==> src/rtl/sample_fetch_if.sv <==
// Requester-side toggle handshake plus the SDRAM 16-bit word-read port, bundled for the
// sample fetch responder. The slave modport is the responder's view.
interface sample_fetch_if #(
  parameter int unsigned ADDR_W = 25
);
  logic [ADDR_W-1:0] s_addr;
  logic              s_rd;
  logic              s_ack;
  logic [63:0]       s_dout;
  logic              inv;
  logic              busy;
  logic              mem_req;
  logic [ADDR_W+1:0] mem_addr;
  logic              mem_gnt;
  logic              mem_valid;
  logic [15:0]       mem_q;

  modport slave (
    input  s_addr, s_rd, inv, mem_gnt, mem_valid, mem_q,
    output s_ack, s_dout, busy, mem_req, mem_addr
  );

  modport master (
    output s_addr, s_rd, inv, mem_gnt, mem_valid, mem_q,
    input  s_ack, s_dout, busy, mem_req, mem_addr
  );
endinterface

==> src/rtl/sample_fetch_responder.sv <==
// Serves toggle read requests with one 64-bit word fetched as four 16-bit SDRAM reads,
// backed by a single-line cache of the last fetched word.
module sample_fetch_responder #(
  parameter int unsigned ADDR_W  = 25,
  parameter int unsigned TIMEOUT = 1023
) (
  input logic           clk_sys,
  input logic           reset,
  sample_fetch_if.slave bus
);

  localparam int unsigned CntW = (TIMEOUT < 1) ? 1 : $clog2(TIMEOUT + 1);

  typedef enum logic [1:0] {StIdle, StIssue, StWait, StDone} state_e;

  state_e            state_q;
  logic [ADDR_W-1:0] a_lat_q;
  logic [ADDR_W-1:0] tag_q;
  logic [1:0]        k_q;
  logic [CntW-1:0]   cnt_q;
  logic [3:0][15:0]  line_q;
  logic              valid_q;
  logic              inv_seen_q;
  logic              pending;

  assign pending = bus.s_rd ^ bus.s_ack;

  always_ff @(posedge clk_sys or posedge reset) begin
    if (reset) begin
      state_q      <= StIdle;
      a_lat_q      <= '0;
      tag_q        <= '0;
      k_q          <= 2'd0;
      cnt_q        <= '0;
      line_q       <= '0;
      valid_q      <= 1'b0;
      inv_seen_q   <= 1'b0;
      bus.s_ack    <= 1'b0;
      bus.s_dout   <= '0;
      bus.busy     <= 1'b0;
      bus.mem_req  <= 1'b0;
      bus.mem_addr <= '0;
    end else begin
      if (bus.inv) valid_q <= 1'b0;
      // A fetch that overlaps an invalidate must not install its tag.
      if (bus.inv && state_q != StIdle) inv_seen_q <= 1'b1;

      unique case (state_q)
        StIdle: begin
          if (pending && !bus.inv) begin
            a_lat_q <= bus.s_addr;
            if (valid_q && tag_q == bus.s_addr) begin
              bus.s_dout <= line_q;
              bus.s_ack  <= ~bus.s_ack;
            end else begin
              k_q          <= 2'd0;
              inv_seen_q   <= 1'b0;
              bus.mem_req  <= 1'b1;
              bus.mem_addr <= {bus.s_addr, 2'd0};
              bus.busy     <= 1'b1;
              state_q      <= StIssue;
            end
          end
        end
        StIssue: begin
          if (bus.mem_gnt) begin
            bus.mem_req <= 1'b0;
            cnt_q       <= '0;
            state_q     <= StWait;
          end
        end
        StWait: begin
          cnt_q <= cnt_q + 1'b1;
          if (bus.mem_valid) begin
            line_q[k_q] <= bus.mem_q;
            if (k_q == 2'd3) begin
              state_q <= StDone;
            end else begin
              k_q          <= k_q + 2'd1;
              bus.mem_req  <= 1'b1;
              bus.mem_addr <= {a_lat_q, k_q + 2'd1};
              state_q      <= StIssue;
            end
          end else if (cnt_q == CntW'(TIMEOUT)) begin
            // Lost read: reissue the same 16-bit word, mem_addr is still held.
            bus.mem_req <= 1'b1;
            state_q     <= StIssue;
          end
        end
        StDone: begin
          bus.s_dout <= line_q;
          bus.s_ack  <= ~bus.s_ack;
          tag_q      <= a_lat_q;
          valid_q    <= !(inv_seen_q || bus.inv);
          bus.busy   <= 1'b0;
          state_q    <= StIdle;
        end
      endcase
    end
  end

endmodule
==> src/flat_wrapper.sv <==
// flat-port wrapper written by rule: the top's interface ports become plain ports
module sample_fetch_responder_flat 
#(
  parameter int unsigned ADDR_W  = 25,
  parameter int unsigned TIMEOUT = 1023
)
  (clk_sys, reset, bus_s_addr, bus_s_rd, bus_inv, bus_mem_gnt, bus_mem_valid, bus_mem_q, bus_s_ack, bus_s_dout, bus_busy, bus_mem_req, bus_mem_addr);
  sample_fetch_if #(.ADDR_W(ADDR_W)) bus_i ();
  input logic clk_sys;
  input logic reset;
  input wire logic [$bits(bus_i.s_addr)-1:0] bus_s_addr;
  input wire logic [$bits(bus_i.s_rd)-1:0] bus_s_rd;
  input wire logic [$bits(bus_i.inv)-1:0] bus_inv;
  input wire logic [$bits(bus_i.mem_gnt)-1:0] bus_mem_gnt;
  input wire logic [$bits(bus_i.mem_valid)-1:0] bus_mem_valid;
  input wire logic [$bits(bus_i.mem_q)-1:0] bus_mem_q;
  output wire logic [$bits(bus_i.s_ack)-1:0] bus_s_ack;
  output wire logic [$bits(bus_i.s_dout)-1:0] bus_s_dout;
  output wire logic [$bits(bus_i.busy)-1:0] bus_busy;
  output wire logic [$bits(bus_i.mem_req)-1:0] bus_mem_req;
  output wire logic [$bits(bus_i.mem_addr)-1:0] bus_mem_addr;
  assign bus_i.s_addr = bus_s_addr;
  assign bus_i.s_rd = bus_s_rd;
  assign bus_i.inv = bus_inv;
  assign bus_i.mem_gnt = bus_mem_gnt;
  assign bus_i.mem_valid = bus_mem_valid;
  assign bus_i.mem_q = bus_mem_q;
  assign bus_s_ack = bus_i.s_ack;
  assign bus_s_dout = bus_i.s_dout;
  assign bus_busy = bus_i.busy;
  assign bus_mem_req = bus_i.mem_req;
  assign bus_mem_addr = bus_i.mem_addr;
  sample_fetch_responder #(.ADDR_W(ADDR_W), .TIMEOUT(TIMEOUT)) u_core (.clk_sys(clk_sys), .reset(reset), .bus(bus_i));
endmodule
==> config.mk <==
export PLATFORM = sky130hd
export DESIGN_NAME = sample_fetch_responder_flat
export DESIGN_NICKNAME = d
export VERILOG_FILES = /design/src/rtl/sample_fetch_if.sv /design/src/rtl/sample_fetch_responder.sv /design/src/flat_wrapper.sv
export SDC_FILE = /design/constraint.sdc
export NUM_CORES = 1
export LEC_CHECK = 0
export ABC_CLOCK_PERIOD_IN_PS = 12500
export CAP_MARGIN = 10
export CORE_AREA = 4 4 119 178
export DETAILED_ROUTE_END_ITERATION = 8
export DIE_AREA = 0 0 123 182
export GPL_ROUTABILITY_DRIVEN = 1
export PLACE_DENSITY = 0.73
export SYNTH_ARGS = -nofsm -noshare
export SYNTH_HDL_FRONTEND = slang
export SYNTH_SLANG_ARGS = --single-unit
==> constraint.sdc <==
create_clock -name clk_sys -period 12.5 [get_ports clk_sys]
set_clock_uncertainty 0.15 [all_clocks]
set_input_delay 2.5 -clock clk_sys [delete_from_list [all_inputs] [get_ports clk_sys]]
set_output_delay 2.5 -clock clk_sys [all_outputs]
set_load 0.01 [all_outputs]
# == Yosys cells after proc, flatten, opt, wreduce, memory -nomap -nowiden ==
# Index checks and enable logic that the tools add are counted.
# word_totals
ff_bits,224
inputBits,47
out_inout_bits,94
# op_classes
n_addsub,2
order_cmp,2
n_eq_ne,14
muxes,42
bitwise_logic,2
reduce_logical,22
# ops
op,count
64-bit two-way mux,2
64-bit one-hot mux with 2 select lines,1
27-bit two-way mux,4
64-bit bitwise mux,1
27-bit one-hot mux with 2 select lines,1
16-bit demux with 2-bit select,1
25-bit == test,1
2-bit two-way mux,10
10-bit one-hot mux with 2 select lines,1
16-bit two-way mux,1
1-bit two-way mux,14
"10-bit by 1-bit adder with 10-bit output, second input constant",1
"10-bit == test, second input constant",1
10-bit two-way mux,1
2-bit nonzero test,5
"2-bit != test, second input constant",4
2-bit one-hot mux with 4 select lines,1
"2-bit == test, second input constant",3
2-bit AND reduction,3
3-bit AND reduction,2
6-bit AND reduction,1
5-bit AND reduction,1
1-bit logical AND,4
"2-bit by 1-bit != test with 1-bit output, second input constant",2
16 further kinds,18

# == Depth between registers and ports, before layout ==
# Gate-level depths: netlist (run 1).
# depth
ltp_word,6
depth_mapped,7
mapped_depth_nobuf,6

# == Least setup slack after synthesis (run 1) ==
# No wires, ideal clock.
# synth_path
kind,input port to flip-flop
startpoint,input bus_s_addr[16]
endpoint,register u_core.bus.s_dout[0]
setup_ns,0.125
arrival_time_ns,3.975
required_time_ns,12.225
setup_slack_ns,8.250
stages,7
path_buffers,2
path_cell_list,xnor2_1 o2111ai_1 nor4_4 a41oi_1 buf_4 buf_6 mux2_4
# synth_between
elab_chain_len,4
# synth_lines
item,line_no,text
from (decl),flat_wrapper.sv:11,input wire logic [$bits(bus_i.s_addr)-1:0] bus_s_addr;
25-bit == test,sample_fetch_responder.sv:52,if (valid_q && tag_q == bus.s_addr) begin
1-bit logical AND,sample_fetch_responder.sv:52,
2-bit by 1-bit != test with 1-bit output (no line),--,
3-bit AND reduction (no line),--,
to (signal assigned),sample_fetch_responder.sv:53,bus.s_dout <= line_q;
to (signal assigned),sample_fetch_responder.sv:91,bus.s_dout <= line_q;
to (decl),sample_fetch_if.sv:20,"output s_ack, s_dout, busy, mem_req, mem_addr"
# No other way between the ends.
# A chain may end at the register's enable or synchronous reset.

# == Worst setup path after layout (run 1) ==
# layout_path
startpoint,input bus_s_rd
endpoint,register u_core.bus.mem_addr[20]
# layout_between
elab_chain_len,4
# layout_lines
item,line_no,text
from (decl),flat_wrapper.sv:12,input wire logic [$bits(bus_i.s_rd)-1:0] bus_s_rd;
1-bit bitwise XOR,sample_fetch_responder.sv:26,assign pending = bus.s_rd ^ bus.s_ack;
1-bit logical AND,sample_fetch_responder.sv:50,if (pending && !bus.inv) begin
2-bit by 1-bit != test with 1-bit output (no line),--,
5-bit AND reduction (no line),--,
to (signal assigned),sample_fetch_responder.sv:59,"bus.mem_addr <= {bus.s_addr, 2'd0};"
to (signal assigned),sample_fetch_responder.sv:81,"bus.mem_addr <= {a_lat_q, k_q + 2'd1};"
to (decl),sample_fetch_if.sv:20,
# No other way between the ends.

==> flow_results.xml, run 1 <==
<?xml version="1.0" encoding="UTF-8"?>
<metrics>
  <group name="clocking">
    <metric name="ctsResizeCount" unit="">0</metric>
    <metric name="clock_tree.root_cell" unit="">sky130_fd_sc_hd__clkbuf_16</metric>
    <metric name="path_clk_slew" unit="ns">0.06</metric>
    <metric name="clock_sinks" unit="">222</metric>
    <metric name="cts-root-to-sink-buffers" unit="">3</metric>
    <metric name="cts_setup_buffers" unit="">0</metric>
    <metric name="clock_insertion_delay_worst_skew" unit="ns">0.49</metric>
    <metric name="cts_tree" unit="">built</metric>
    <metric name="cts_h_tree_depth" unit="">1</metric>
    <metric name="cts.hold.buffers_added" unit="">0</metric>
    <metric name="cts_buffers" unit="">22</metric>
  </group>
  <group name="synth">
    <metric name="yosysSeqAreaShare" unit="">0.595</metric>
    <metric name="synthesis.yosys.warnings" unit="">0</metric>
    <metric name="synthMostInstantiatedCell" unit="">sky130_fd_sc_hd__dfrtp_1</metric>
    <metric name="cell_area_after_synthesis" unit="mm^2">0.00934</metric>
    <metric name="synth_async_sr_flop_share" unit="">1.00</metric>
    <metric name="synthDominantCellAreaShare" unit="">0.595</metric>
    <metric name="post_synth_inst_count" unit="">651</metric>
    <metric name="avgSynthCellArea" unit="um^2">14.3</metric>
    <metric name="syn_nets" unit="">703</metric>
    <metric name="synth-edff-count" unit="">0</metric>
    <metric name="yosysTopAreaCell" unit="">sky130_fd_sc_hd__dfrtp_1</metric>
    <metric name="netlist_top_cells_area" unit="">sky130_fd_sc_hd__dfrtp_1 59%, sky130_fd_sc_hd__mux2_2 16%, sky130_fd_sc_hd__mux2_4 8.0%, sky130_fd_sc_hd__nand2_1 3.5%, sky130_fd_sc_hd__mux2_1 2.2%</metric>
    <metric name="ys_dominant_reg_cell" unit="">sky130_fd_sc_hd__dfrtp_1</metric>
    <metric name="synth_seq_cells" unit="">222</metric>
    <metric name="post_synth_most_frequent_cells" unit="">222 x sky130_fd_sc_hd__dfrtp_1, 134 x sky130_fd_sc_hd__mux2_2, 86 x sky130_fd_sc_hd__nand2_1, 50 x sky130_fd_sc_hd__mux2_4, 23 x sky130_fd_sc_hd__xnor2_1</metric>
    <metric name="synth_cell_type_count" unit="">39</metric>
  </group>
  <group name="setup_path">
    <metric name="path_class" unit="">primary input to flop</metric>
    <metric name="critical_path_peak_fanout" unit="">27</metric>
    <metric name="critical_path.endpoint_type" unit="">flop</metric>
    <metric name="worst-endpoint-arrival" unit="ns">5.55</metric>
    <metric name="critPathRequiredTime" unit="ns">12.73</metric>
    <metric name="start_kind" unit="">primary input</metric>
  </group>
  <group name="finish">
    <metric name="layout-drive-gt1-share" unit="">0.283</metric>
    <metric name="multi_input_comb_area" unit="mm^2">0.00362</metric>
    <metric name="layout-area-overhead-vs-synth" unit="%">24.7</metric>
    <metric name="layout.filler_cells" unit="">1493</metric>
    <metric name="final_nets" unit="">844</metric>
    <metric name="num_antenna_cells" unit="">0</metric>
    <metric name="ff_latch_area" unit="mm^2">0.00556</metric>
    <metric name="post-route-cell-area" unit="mm^2">0.0116</metric>
  </group>
  <group name="sta">
    <metric name="finalCritPeriodShare" unit="">0.426</metric>
    <metric name="period_minus_slack" unit="ns">5.32</metric>
    <metric name="final_layout_setup_total_negative_slack" unit="ns">0</metric>
    <metric name="grt_setup_unrepaired" unit="">no</metric>
    <metric name="final_hold_fails" unit="">0</metric>
    <metric name="max-slew-margin-rel" unit="">0.217</metric>
    <metric name="final-max-slew-violation-count" unit="">0</metric>
    <metric name="tightest_slew" unit="ns">1.17</metric>
    <metric name="max_clock_freq" unit="GHz">0.188</metric>
    <metric name="finalSetupViolations" unit="">0</metric>
  </group>
  <group name="pwr">
    <metric name="p_clk_frac" unit="">0.222</metric>
    <metric name="power_leakage" unit="uW">0.00539</metric>
    <metric name="pwr_density_cell" unit="mW/mm^2">245</metric>
    <metric name="power.share.switching" unit="">0.295</metric>
    <metric name="p_switching" unit="uW">842</metric>
    <metric name="combinationalPowerShare" unit="">0.349</metric>
    <metric name="pwr-share-seq" unit="">0.428</metric>
    <metric name="peakVddDrop" unit="V">0.000153</metric>
    <metric name="cell_internal_pwr" unit="uW">2010</metric>
  </group>
  <group name="floorplanning">
    <metric name="floorplan.core_area" unit="mm^2">0.0196</metric>
    <metric name="dieArea" unit="mm^2">0.0224</metric>
    <metric name="initial_core_util" unit="">0.476</metric>
    <metric name="die_w" unit="um">123</metric>
    <metric name="ios" unit="">141</metric>
    <metric name="rows" unit="">63</metric>
    <metric name="fp.dieH" unit="um">182</metric>
  </group>
  <group name="route">
    <metric name="drt-wirelength-per-cell" unit="um">18.1</metric>
    <metric name="wl_met3" unit="um">1230</metric>
    <metric name="highest_layer" unit="">met4</metric>
    <metric name="via_per_inst" unit="">5.18</metric>
    <metric name="drc_errors" unit="">0</metric>
    <metric name="detailedRoute.firstIterationViolations" unit="">306</metric>
    <metric name="detail_route.first_pass.iterations" unit="">6</metric>
    <metric name="wl_met1" unit="um">7900</metric>
    <metric name="postRouteAntennaNets" unit="">0</metric>
    <metric name="wirelength" unit="um">19300</metric>
    <metric name="met2RoutedLength" unit="um">9730</metric>
    <metric name="num_vias" unit="">5500</metric>
  </group>
  <group name="grt">
    <metric name="track_usage" unit="">0.177</metric>
    <metric name="grt_max_degree" unit="">148</metric>
    <metric name="globalRouteOverflowTotal" unit="">0</metric>
    <metric name="wire_length_of_the_first_global_routing_pass" unit="um">32100</metric>
    <metric name="vias_in_the_first_global_route" unit="">6120</metric>
    <metric name="grt_antenna_before_repair" unit="">0</metric>
  </group>
  <group name="placement">
    <metric name="numPortBuffers" unit="">140</metric>
    <metric name="routabilityCongestion" unit="">0.870</metric>
    <metric name="post_dp_hpwl" unit="um">13100</metric>
    <metric name="placedInstanceArea" unit="mm^2">0.0110</metric>
  </group>
  <group name="status">
    <metric name="status" unit="">complete, no violations</metric>
  </group>
  <group name="worst_hold_path">
    <metric name="worstHoldPathType" unit="">flop to flop</metric>
  </group>
  <group name="flow_run">
    <metric name="timing.max_cap.violations" unit="">0</metric>
  </group>
</metrics>
-- critical path, stage by stage --
cell,delay [ns]
sky130_fd_sc_hd__clkdlybuf4s50_1,0.41
sky130_fd_sc_hd__xnor2_1,0.19
sky130_fd_sc_hd__nor4_4,0.62
sky130_fd_sc_hd__buf_4,0.39
sky130_fd_sc_hd__nor2_1,0.13
sky130_fd_sc_hd__a41oi_4,0.87
sky130_fd_sc_hd__mux2_2,0.42
-- layout make-up --
| cell class | count | share of cell area |
|---|---|---|
| clock inverters | 4 | 0.00387 |
| inverters | 7 | 0.00290 |
| clock buffers | 30 | 0.0551 |
| well taps | 260 | 0.0279 |
| repair buffers | 144 | 0.123 |
| flip-flops and latches | 222 | 0.477 |
| multi-input cells | 395 | 0.310 |
-- power groups by stage --
stage	sequential [uW]	combinational [uW]	clock, uW
floorplan	1240	568	0
global placement	1210	985	0
detailed placement	1230	1010	0
CTS	1220	1020	649
global route	1260	1090	681
finish	1220	995	634
-- final timing paths --
| path | from | to | slack [ns] | depth (start not counted) |
|---|---|---|---|---|
| setup / recovery | bus_s_rd | u_core.bus.mem_addr[20] | 7.18 | 7 |
| hold / removal | u_core.bus.mem_addr[11] | u_core.bus.mem_addr[11] | 0.34 | 1 |
| setup reg to reg | u_core.state_q[0] | u_core.bus.mem_addr[20] | 9.09 | 5 |
| hold reg to reg | u_core.bus.mem_addr[11] | u_core.bus.mem_addr[11] | 0.34 | 1 |
| max in group asynchronous | reset | u_core.a_lat_q[6] | 8.13 | 3 |
| min in group asynchronous | reset | u_core.bus.mem_addr[4] | 2.47 | 2 |
-- metal layers --
metal  global-route usage  vias up
met5                    0        -
met4               0.0475        0
met3               0.0390       27
met2                0.308      153
met1                0.221     2785
li1                     -     2535
-- kinds of logic after synthesis --
kind of cell,Yosys count,synth area share
AO/OA/AOI/OAI,26,0.0213
XOR/XNOR,31,0.0291
adder cells (fa/ha/maj),5,0.00670
buffers and inverters,34,0.0208
flip-flops,222,0.595
multiplexers,202,0.264
AND/OR/NAND/NOR,131,0.0638
-- cells in the final DEF, fill, tap and decap left out, types with 7 or more instances in the layout --
cell,synthesis,final
sky130_fd_sc_hd__dfrtp_1,222,222
sky130_fd_sc_hd__nand2_1,86,86
sky130_fd_sc_hd__nand4_1,7,7
sky130_fd_sc_hd__mux2_4,50,50
sky130_fd_sc_hd__nand3_1,8,8
sky130_fd_sc_hd__mux2_1,18,18
sky130_fd_sc_hd__xnor2_1,23,23
sky130_fd_sc_hd__clkdlybuf4s50_1,0,140
sky130_fd_sc_hd__nor2_1,14,14
sky130_fd_sc_hd__mux2_2,134,134
sky130_fd_sc_hd__xor2_1,8,8
sky130_fd_sc_hd__clkbuf_16,0,23
-- registers in the layout, indices dropped and copies added, names as in the netlist, 2 cells and up --
name / flops
u_core.a_lat_q: 25
u_core.tag_q: 25
u_core.line_q: 64
u_core.bus.s_dout: 64
u_core.state_q: 2
u_core.bus.mem_addr: 26
u_core.cnt_q: 10
-- metrics by stage --
| stage | std cells | worst slack, ns | power, uW | hold slack, ns | utilization |
|---|---|---|---|---|---|
| after CTS | 1062 | 7.10 | 2890 | 0.341 | 0.594 |
| after floorplan | 651 | 3.77 | 1800 | 0.317 | - |
| final | 1062 | 7.18 | 2850 | 0.339 | 0.594 |
| after global placement | 1028 | 6.73 | 2200 | 0.319 | 0.559 |
| after detailed placement | 1028 | 6.59 | 2250 | 0.328 | 0.559 |
| after global routing | 1062 | 6.95 | 3030 | 0.354 | 0.594 |
Power figures use the tool's default switching activity.
==> run 2: changes to the inputs <==
--- a/config.mk
+++ b/config.mk
@@ -5,7 +5,7 @@
 export SDC_FILE = /design/constraint.sdc
 export NUM_CORES = 1
 export LEC_CHECK = 0
-export ABC_CLOCK_PERIOD_IN_PS = 12500
+export ABC_CLOCK_PERIOD_IN_PS = 5500
 export CAP_MARGIN = 10
 export CORE_AREA = 4 4 119 178
 export DETAILED_ROUTE_END_ITERATION = 8
==> constraint.sdc (replaced) <==
create_clock -name clk_sys -period 5.5 [get_ports clk_sys]
set_clock_uncertainty 0.15 [all_clocks]
set_input_delay 1.1 -clock clk_sys [delete_from_list [all_inputs] [get_ports clk_sys]]
set_output_delay 1.1 -clock clk_sys [all_outputs]
set_load 0.01 [all_outputs]
==> run 2 against run 1 <==
Clock power is 140% higher. Utilization is 0.45 points higher. Combinational power is 130% higher. Non-clock buffer count is 2 higher. Largest cell class unchanged.
==> flow_results.xml, run 2 (synthesis gave the netlist of run 1 again) <==
<?xml version="1.0" encoding="UTF-8"?>
<metrics>
  <group name="status">
    <metric name="status" unit="">complete, no violations</metric>
  </group>
  <group name="sta">
    <metric name="max-slew-margin-rel" unit="">0.236</metric>
    <metric name="tightest_slew" unit="ns">1.14</metric>
    <metric name="period_minus_slack" unit="ns">3.54</metric>
    <metric name="fin_worst_hold_slack" unit="ns">0.337</metric>
    <metric name="final_hold_fails" unit="">0</metric>
    <metric name="finalSetupViolations" unit="">0</metric>
    <metric name="finalCritPeriodShare" unit="">0.644</metric>
    <metric name="grt_setup_unrepaired" unit="">no</metric>
    <metric name="max_clock_freq" unit="GHz">0.282</metric>
    <metric name="final-max-slew-violation-count" unit="">0</metric>
    <metric name="final_layout_setup_total_negative_slack" unit="ns">0</metric>
  </group>
  <group name="finish">
    <metric name="mostFrequentLayoutCells" unit="">222 x sky130_fd_sc_hd__dfrtp_1, 140 x sky130_fd_sc_hd__clkdlybuf4s50_1, 134 x sky130_fd_sc_hd__mux2_2, 86 x sky130_fd_sc_hd__nand2_1, 50 x sky130_fd_sc_hd__mux2_4</metric>
    <metric name="layout-area-overhead-vs-synth" unit="%">25.7</metric>
    <metric name="reg_top3" unit="">u_core.bus.s_dout (64), u_core.line_q (64), u_core.bus.mem_addr (26)</metric>
    <metric name="final_common_cell" unit="">sky130_fd_sc_hd__dfrtp_1</metric>
    <metric name="post-route-cell-area" unit="mm^2">0.0117</metric>
    <metric name="final_nets" unit="">846</metric>
    <metric name="num_antenna_cells" unit="">0</metric>
    <metric name="layout-drive-gt1-share" unit="">0.284</metric>
  </group>
  <group name="flow_run">
    <metric name="timing.max_cap.violations" unit="">0</metric>
  </group>
  <group name="pwr">
    <metric name="pwr-share-seq" unit="">0.423</metric>
    <metric name="combinationalPowerShare" unit="">0.349</metric>
    <metric name="p_clk_frac" unit="">0.228</metric>
    <metric name="cell_internal_pwr" unit="uW">4620</metric>
    <metric name="pwr_density_cell" unit="mW/mm^2">559</metric>
    <metric name="peakVddDrop" unit="V">0.000367</metric>
    <metric name="power.share.switching" unit="">0.297</metric>
    <metric name="power" unit="uW">6570</metric>
    <metric name="power_leakage" unit="uW">0.00542</metric>
    <metric name="p_switching" unit="uW">1950</metric>
  </group>
  <group name="setup_path">
    <metric name="startpoint_of_the_worst_slack_reg_to_reg_timing_path" unit="">u_core.state_q[1]</metric>
    <metric name="worst-endpoint-arrival" unit="ns">3.76</metric>
    <metric name="critical_path.endpoint_type" unit="">flop</metric>
    <metric name="crit_path_cells" unit="">clkdlybuf4s50_1 &gt; xnor2_1 &gt; nand4_1 &gt; nor2_1 &gt; a41oi_4 &gt; buf_12 &gt; mux2_4</metric>
    <metric name="critical_path.startpoint" unit="">bus_s_addr[19]</metric>
    <metric name="start_kind" unit="">primary input</metric>
    <metric name="critical-path-slowest-cell" unit="">sky130_fd_sc_hd__clkdlybuf4s50_1</metric>
    <metric name="critical_path_peak_fanout" unit="">55</metric>
    <metric name="path_class" unit="">primary input to flop</metric>
    <metric name="slowest_delay" unit="ns">0.47</metric>
    <metric name="critPathRequiredTime" unit="ns">5.72</metric>
  </group>
  <group name="grt">
    <metric name="wire_length_of_the_first_global_routing_pass" unit="um">32800</metric>
    <metric name="track_usage" unit="">0.182</metric>
    <metric name="grt_max_degree" unit="">129</metric>
    <metric name="globalRouteOverflowTotal" unit="">0</metric>
    <metric name="vias_in_the_first_global_route" unit="">6296</metric>
    <metric name="grt_antenna_before_repair" unit="">0</metric>
  </group>
  <group name="placement">
    <metric name="numPortBuffers" unit="">140</metric>
    <metric name="routabilityCongestion" unit="">0.817</metric>
    <metric name="post_dp_hpwl" unit="um">13800</metric>
    <metric name="placedInstanceArea" unit="mm^2">0.0110</metric>
  </group>
  <group name="route">
    <metric name="drt-wirelength-per-cell" unit="um">18.5</metric>
    <metric name="detail_route.first_pass.iterations" unit="">4</metric>
    <metric name="drc_errors" unit="">0</metric>
    <metric name="detailedRoute.firstIterationViolations" unit="">274</metric>
    <metric name="wirelength" unit="um">19800</metric>
    <metric name="num_vias" unit="">5582</metric>
    <metric name="postRouteAntennaNets" unit="">0</metric>
    <metric name="via_per_inst" unit="">5.22</metric>
  </group>
  <group name="clocking">
    <metric name="cts_setup_buffers" unit="">0</metric>
    <metric name="cts.hold.buffers_added" unit="">0</metric>
    <metric name="cts_tree" unit="">built</metric>
    <metric name="clock_insertion_delay_worst_skew" unit="ns">0.49</metric>
    <metric name="ctsResizeCount" unit="">0</metric>
    <metric name="cts_h_tree_depth" unit="">1</metric>
    <metric name="cts_buffers" unit="">22</metric>
    <metric name="clock_sinks" unit="">222</metric>
    <metric name="path_clk_slew" unit="ns">0.06</metric>
    <metric name="clock_tree.root_cell" unit="">sky130_fd_sc_hd__clkbuf_16</metric>
    <metric name="cts-root-to-sink-buffers" unit="">3</metric>
  </group>
  <group name="floorplanning">
    <metric name="dieArea" unit="mm^2">0.0224</metric>
    <metric name="ios" unit="">141</metric>
    <metric name="die_w" unit="um">123</metric>
    <metric name="fp.dieH" unit="um">182</metric>
    <metric name="initial_core_util" unit="">0.476</metric>
    <metric name="floorplan.core_area" unit="mm^2">0.0196</metric>
    <metric name="rows" unit="">63</metric>
  </group>
  <group name="worst_hold_path">
    <metric name="worstHoldPathType" unit="">flop to flop</metric>
    <metric name="timing.hold.worst.start" unit="">u_core.bus.mem_addr[7]</metric>
  </group>
</metrics>
==> run 2: cell count changes in the layout (fill, tap and decap cells not counted) <==
| cell | previous run | this run |
|---|---|---|
| sky130_fd_sc_hd__clkinvlp_4 | 0 | 1 |
| sky130_fd_sc_hd__clkbuf_8 | 4 | 3 |
| sky130_fd_sc_hd__buf_12 | 0 | 3 |
| sky130_fd_sc_hd__inv_8 | 1 | 0 |
| sky130_fd_sc_hd__clkbuf_1 | 3 | 8 |
| sky130_fd_sc_hd__bufinv_16 | 1 | 2 |
| sky130_fd_sc_hd__buf_4 | 4 | 3 |
| sky130_fd_sc_hd__clkinv_2 | 3 | 4 |
==> run 2: area by class of cell <==
type,instances,area [um^2]
timing repair buffer,146,1480
tap,260,325
fill,1527,7890
sequential,222,5560
clock inverter,6,80.1
multi-input combinational,395,3620
clock buffer,34,647
inverter,7,30.0
==> run 2: layer usage <==
layer / global-route usage / vias to the layer above / routed length [um]
met3: 0.0399 / 30 / 1250
met2: 0.331 / 160 / 10600
met1: 0.213 / 2844 / 7590
met4: 0.0523 / 0 / 395
li1: - / 2548 / -
met5: 0 / - / 0
==> run 2: power by group through the flow <==
stage,combinational [uW],sequential [uW],clock (uW)
finish,2290,2780,1500
global route,2490,2870,1600
CTS,2340,2790,1540
detailed placement,2330,2810,0
global placement,2250,2760,0
floorplan,1290,2810,0
==> run 2: worst max-delay path: cells and delay by family <==
family	cells	cell delay, ns
buffers and inverters	2	0.83
and+or+nand+nor	2	0.63
AOI/OAI and AO/OA	1	0.41
xor gates and xnor gates	1	0.39
muxes	1	0.35
==> run 2: worst paths after layout <==
kind                       slack (ns)                endpoint  depth (start not counted)
max in group asynchronous        3.65        u_core.line_q[7]                          3
hold / removal                   0.34  u_core.bus.mem_addr[7]                          1
setup reg to reg                 2.20       u_core.line_q[50]                          3
hold reg to reg                  0.34  u_core.bus.mem_addr[7]                          1
setup / recovery                 1.96   u_core.bus.s_dout[54]                          7
min in group asynchronous        0.98  u_core.bus.mem_addr[7]                          3
==> run 2: stage by stage <==
stage | worst slack (ns) | utilization | std cells
floorplan | 1.35 | - | 651
global placement | 1.52 | 0.561 | 1030
detailed placement | 1.47 | 0.561 | 1030
CTS | 1.99 | 0.598 | 1070
global route | 1.88 | 0.598 | 1070
finish | 1.96 | 0.598 | 1070
==> run 3: changes to the inputs <==
--- a/config.mk
+++ b/config.mk
@@ -5,7 +5,7 @@
 export SDC_FILE = /design/constraint.sdc
 export NUM_CORES = 1
 export LEC_CHECK = 0
-export ABC_CLOCK_PERIOD_IN_PS = 5500
+export ABC_CLOCK_PERIOD_IN_PS = 3500
 export CAP_MARGIN = 10
 export CORE_AREA = 4 4 119 178
 export DETAILED_ROUTE_END_ITERATION = 8
==> constraint.sdc (replaced) <==
create_clock -name clk_sys -period 3.5 [get_ports clk_sys]
set_clock_uncertainty 0.15 [all_clocks]
set_input_delay 0.7 -clock clk_sys [delete_from_list [all_inputs] [get_ports clk_sys]]
set_output_delay 0.7 -clock clk_sys [all_outputs]
set_load 0.01 [all_outputs]
==> run 3 against run 2 <==
Worst setup slack got worse by 1.2 ns. Hold slack better by 0.0019 ns. Via count is 0.54% higher. Clock-buffer cell count decreased by 6. Clock power rose by 69%. Register-to-register slack worse by 1.1 ns. Non-clock buffer count up 10. Sequential cell count is the same. Utilization up 0.75 points. Combinational power grew 58%. Critical endpoint is now u_core.bus.s_dout[28].
==> flow_results.xml, run 3 (synthesis gave the netlist of run 1 again) <==
<?xml version="1.0" encoding="UTF-8"?>
<metrics>
  <group name="sta">
    <metric name="grt_setup_unrepaired" unit="">no</metric>
    <metric name="fin_worst_hold_slack" unit="ns">0.339</metric>
    <metric name="period_minus_slack" unit="ns">2.78</metric>
    <metric name="finalSetupViolations" unit="">0</metric>
    <metric name="tightest_slew" unit="ns">0.716</metric>
    <metric name="final-max-slew-violation-count" unit="">0</metric>
    <metric name="finalCritPeriodShare" unit="">0.795</metric>
    <metric name="max_clock_freq" unit="GHz">0.359</metric>
    <metric name="max-slew-margin-rel" unit="">0.519</metric>
    <metric name="final_hold_fails" unit="">0</metric>
  </group>
  <group name="clocking">
    <metric name="cts_h_tree_depth" unit="">1</metric>
    <metric name="cts-root-to-sink-buffers" unit="">3</metric>
    <metric name="ctsResizeCount" unit="">0</metric>
    <metric name="clock_tree.root_cell" unit="">sky130_fd_sc_hd__clkbuf_16</metric>
    <metric name="cts_tree" unit="">built</metric>
    <metric name="cts_setup_buffers" unit="">0</metric>
    <metric name="clock_sinks" unit="">222</metric>
    <metric name="path_clk_slew" unit="ns">0.06</metric>
    <metric name="cts_buffers" unit="">22</metric>
    <metric name="cts.hold.buffers_added" unit="">0</metric>
    <metric name="clock_insertion_delay_worst_skew" unit="ns">0.50</metric>
  </group>
  <group name="pwr">
    <metric name="pwr_density_cell" unit="mW/mm^2">884</metric>
    <metric name="p_clk_frac" unit="">0.241</metric>
    <metric name="combinationalPowerShare" unit="">0.344</metric>
    <metric name="power_leakage" unit="uW">0.00550</metric>
    <metric name="pwr-share-seq" unit="">0.415</metric>
    <metric name="peakVddDrop" unit="V">0.000585</metric>
    <metric name="cell_internal_pwr" unit="uW">7420</metric>
    <metric name="power.share.switching" unit="">0.294</metric>
    <metric name="p_switching" unit="uW">3090</metric>
  </group>
  <group name="setup_path">
    <metric name="path_class" unit="">primary input to flop</metric>
    <metric name="worst-endpoint-arrival" unit="ns">3.01</metric>
    <metric name="start_kind" unit="">primary input</metric>
    <metric name="reg2reg_to" unit="">u_core.bus.s_dout[28]</metric>
    <metric name="critical_path.endpoint_type" unit="">flop</metric>
    <metric name="critical_path_peak_fanout" unit="">65</metric>
    <metric name="critical_path.startpoint" unit="">bus_s_addr[5]</metric>
    <metric name="critPathRequiredTime" unit="ns">3.72</metric>
    <metric name="setup.worst_path.end" unit="">u_core.bus.s_dout[28]</metric>
    <metric name="ff2ff_setup_slack" unit="ns">1.06</metric>
    <metric name="worst-r2r-cell-count" unit="">6</metric>
    <metric name="startpoint_of_the_worst_slack_reg_to_reg_timing_path" unit="">u_core.tag_q[5]</metric>
  </group>
  <group name="finish">
    <metric name="layout-area-overhead-vs-synth" unit="%">27.3</metric>
    <metric name="num_antenna_cells" unit="">0</metric>
    <metric name="finish.utilization" unit="">0.606</metric>
    <metric name="mostFrequentLayoutCells" unit="">222 x sky130_fd_sc_hd__dfrtp_1, 140 x sky130_fd_sc_hd__clkdlybuf4s50_1, 134 x sky130_fd_sc_hd__mux2_2, 86 x sky130_fd_sc_hd__nand2_1, 50 x sky130_fd_sc_hd__mux2_4</metric>
    <metric name="final_common_cell" unit="">sky130_fd_sc_hd__dfrtp_1</metric>
    <metric name="layout.filler_cells" unit="">1494</metric>
    <metric name="layout-drive-gt1-share" unit="">0.300</metric>
    <metric name="reg_top3" unit="">u_core.bus.s_dout (64), u_core.line_q (64), u_core.bus.mem_addr (26)</metric>
    <metric name="final_nets" unit="">856</metric>
  </group>
  <group name="floorplanning">
    <metric name="rows" unit="">63</metric>
    <metric name="initial_core_util" unit="">0.476</metric>
    <metric name="dieArea" unit="mm^2">0.0224</metric>
    <metric name="ios" unit="">141</metric>
    <metric name="floorplan.core_area" unit="mm^2">0.0196</metric>
    <metric name="die_w" unit="um">123</metric>
    <metric name="fp.dieH" unit="um">182</metric>
  </group>
  <group name="grt">
    <metric name="grt_max_degree" unit="">102</metric>
    <metric name="wire_length_of_the_first_global_routing_pass" unit="um">32400</metric>
    <metric name="globalRouteOverflowTotal" unit="">0</metric>
    <metric name="track_usage" unit="">0.181</metric>
    <metric name="grt_antenna_before_repair" unit="">0</metric>
    <metric name="vias_in_the_first_global_route" unit="">6137</metric>
  </group>
  <group name="route">
    <metric name="detailedRoute.firstIterationViolations" unit="">208</metric>
    <metric name="wirelength" unit="um">19800</metric>
    <metric name="postRouteAntennaNets" unit="">0</metric>
    <metric name="via_per_inst" unit="">5.20</metric>
    <metric name="num_vias" unit="">5612</metric>
    <metric name="drt-wirelength-per-cell" unit="um">18.4</metric>
    <metric name="drc_errors" unit="">0</metric>
    <metric name="detail_route.first_pass.iterations" unit="">4</metric>
  </group>
  <group name="worst_hold_path">
    <metric name="worstHoldPathType" unit="">flop to flop</metric>
    <metric name="timing.hold.worst.start" unit="">u_core.bus.mem_addr[2]</metric>
  </group>
  <group name="status">
    <metric name="status" unit="">complete, no violations</metric>
  </group>
  <group name="placement">
    <metric name="post_dp_hpwl" unit="um">13700</metric>
    <metric name="numPortBuffers" unit="">140</metric>
    <metric name="routabilityCongestion" unit="">0.782</metric>
  </group>
  <group name="flow_run">
    <metric name="timing.max_cap.violations" unit="">0</metric>
  </group>
</metrics>
run 3: cell types whose count changed in the layout (fill, tap and decap cells not counted), sizes merged:
cell      change
buf          +10
clkbuf        -6
clkinvlp      +3
bufinv        +2
clkinv        +1
run 3: through the flow:
step           std cells  instance area [um^2]  total power [uW]  worst slack (ns)  TNS (ns)
3_5_place_dp        1040                 11100              8090             0.226         0
5_1_grt             1080                 11900             11100             0.640         0
6_report            1080                 11900             10500             0.718         0
2_1_floorplan        651                  9340              6440            -0.246    -54.62
4_1_cts             1080                 11900             10700             0.739         0
3_3_place_gp        1040                 11100              7880             0.296         0
run 3: how the worst min path moves through the flow:
| stage | to | slack [ns] | depth (start not counted) |
|---|---|---|---|
| finish | u_core.bus.mem_addr[2] | 0.34 | 1 |
| global route | u_core.bus.mem_addr[10] | 0.36 | 1 |
| CTS | u_core.bus.mem_addr[10] | 0.35 | 1 |
| detailed placement | u_core.bus.mem_addr[10] | 0.33 | 1 |
| global placement | u_core.bus.mem_addr[10] | 0.32 | 1 |
| floorplan | u_core.tag_q[11] | 0.32 | 2 |
run 3: layout make-up:
cell class,count,area [um^2],share of cell area
clock buffer,28,624,0.0525
clock inverter,12,168,0.0141
inverter,7,30.0,0.00253
multi-input combinational,395,3610,0.304
sequential,222,5560,0.467
tap,260,325,0.0274
timing repair buffer,156,1570,0.132
run 3: power groups by stage:
| stage | clock network, uW | logic, uW | registers, uW |
|---|---|---|---|
| after CTS | 2610 | 3700 | 4370 |
| final | 2530 | 3620 | 4360 |
| after global placement | 0 | 3560 | 4320 |
| after global routing | 2710 | 3930 | 4500 |
| after detailed placement | 0 | 3680 | 4410 |
| after floorplan | 0 | 2030 | 4420 |
run 3: layer usage:
metal,track usage,up-vias,part of all wire
met3,0.0390,42,0.060
met2,0.327,162,0.53
met5,0,-,0
met1,0.212,2832,0.39
met4,0.0545,0,0.027
li1,-,2576,-
run 3: worst max-delay path: stages:
cell and delay [ns]:
sky130_fd_sc_hd__clkdlybuf4s50_1 0.48, sky130_fd_sc_hd__xnor2_1 0.34, sky130_fd_sc_hd__nand4_1 0.20, sky130_fd_sc_hd__nor4_4 0.42, sky130_fd_sc_hd__a41oi_4 0.19, sky130_fd_sc_hd__buf_12 0.28
sky130_fd_sc_hd__mux2_4 0.35
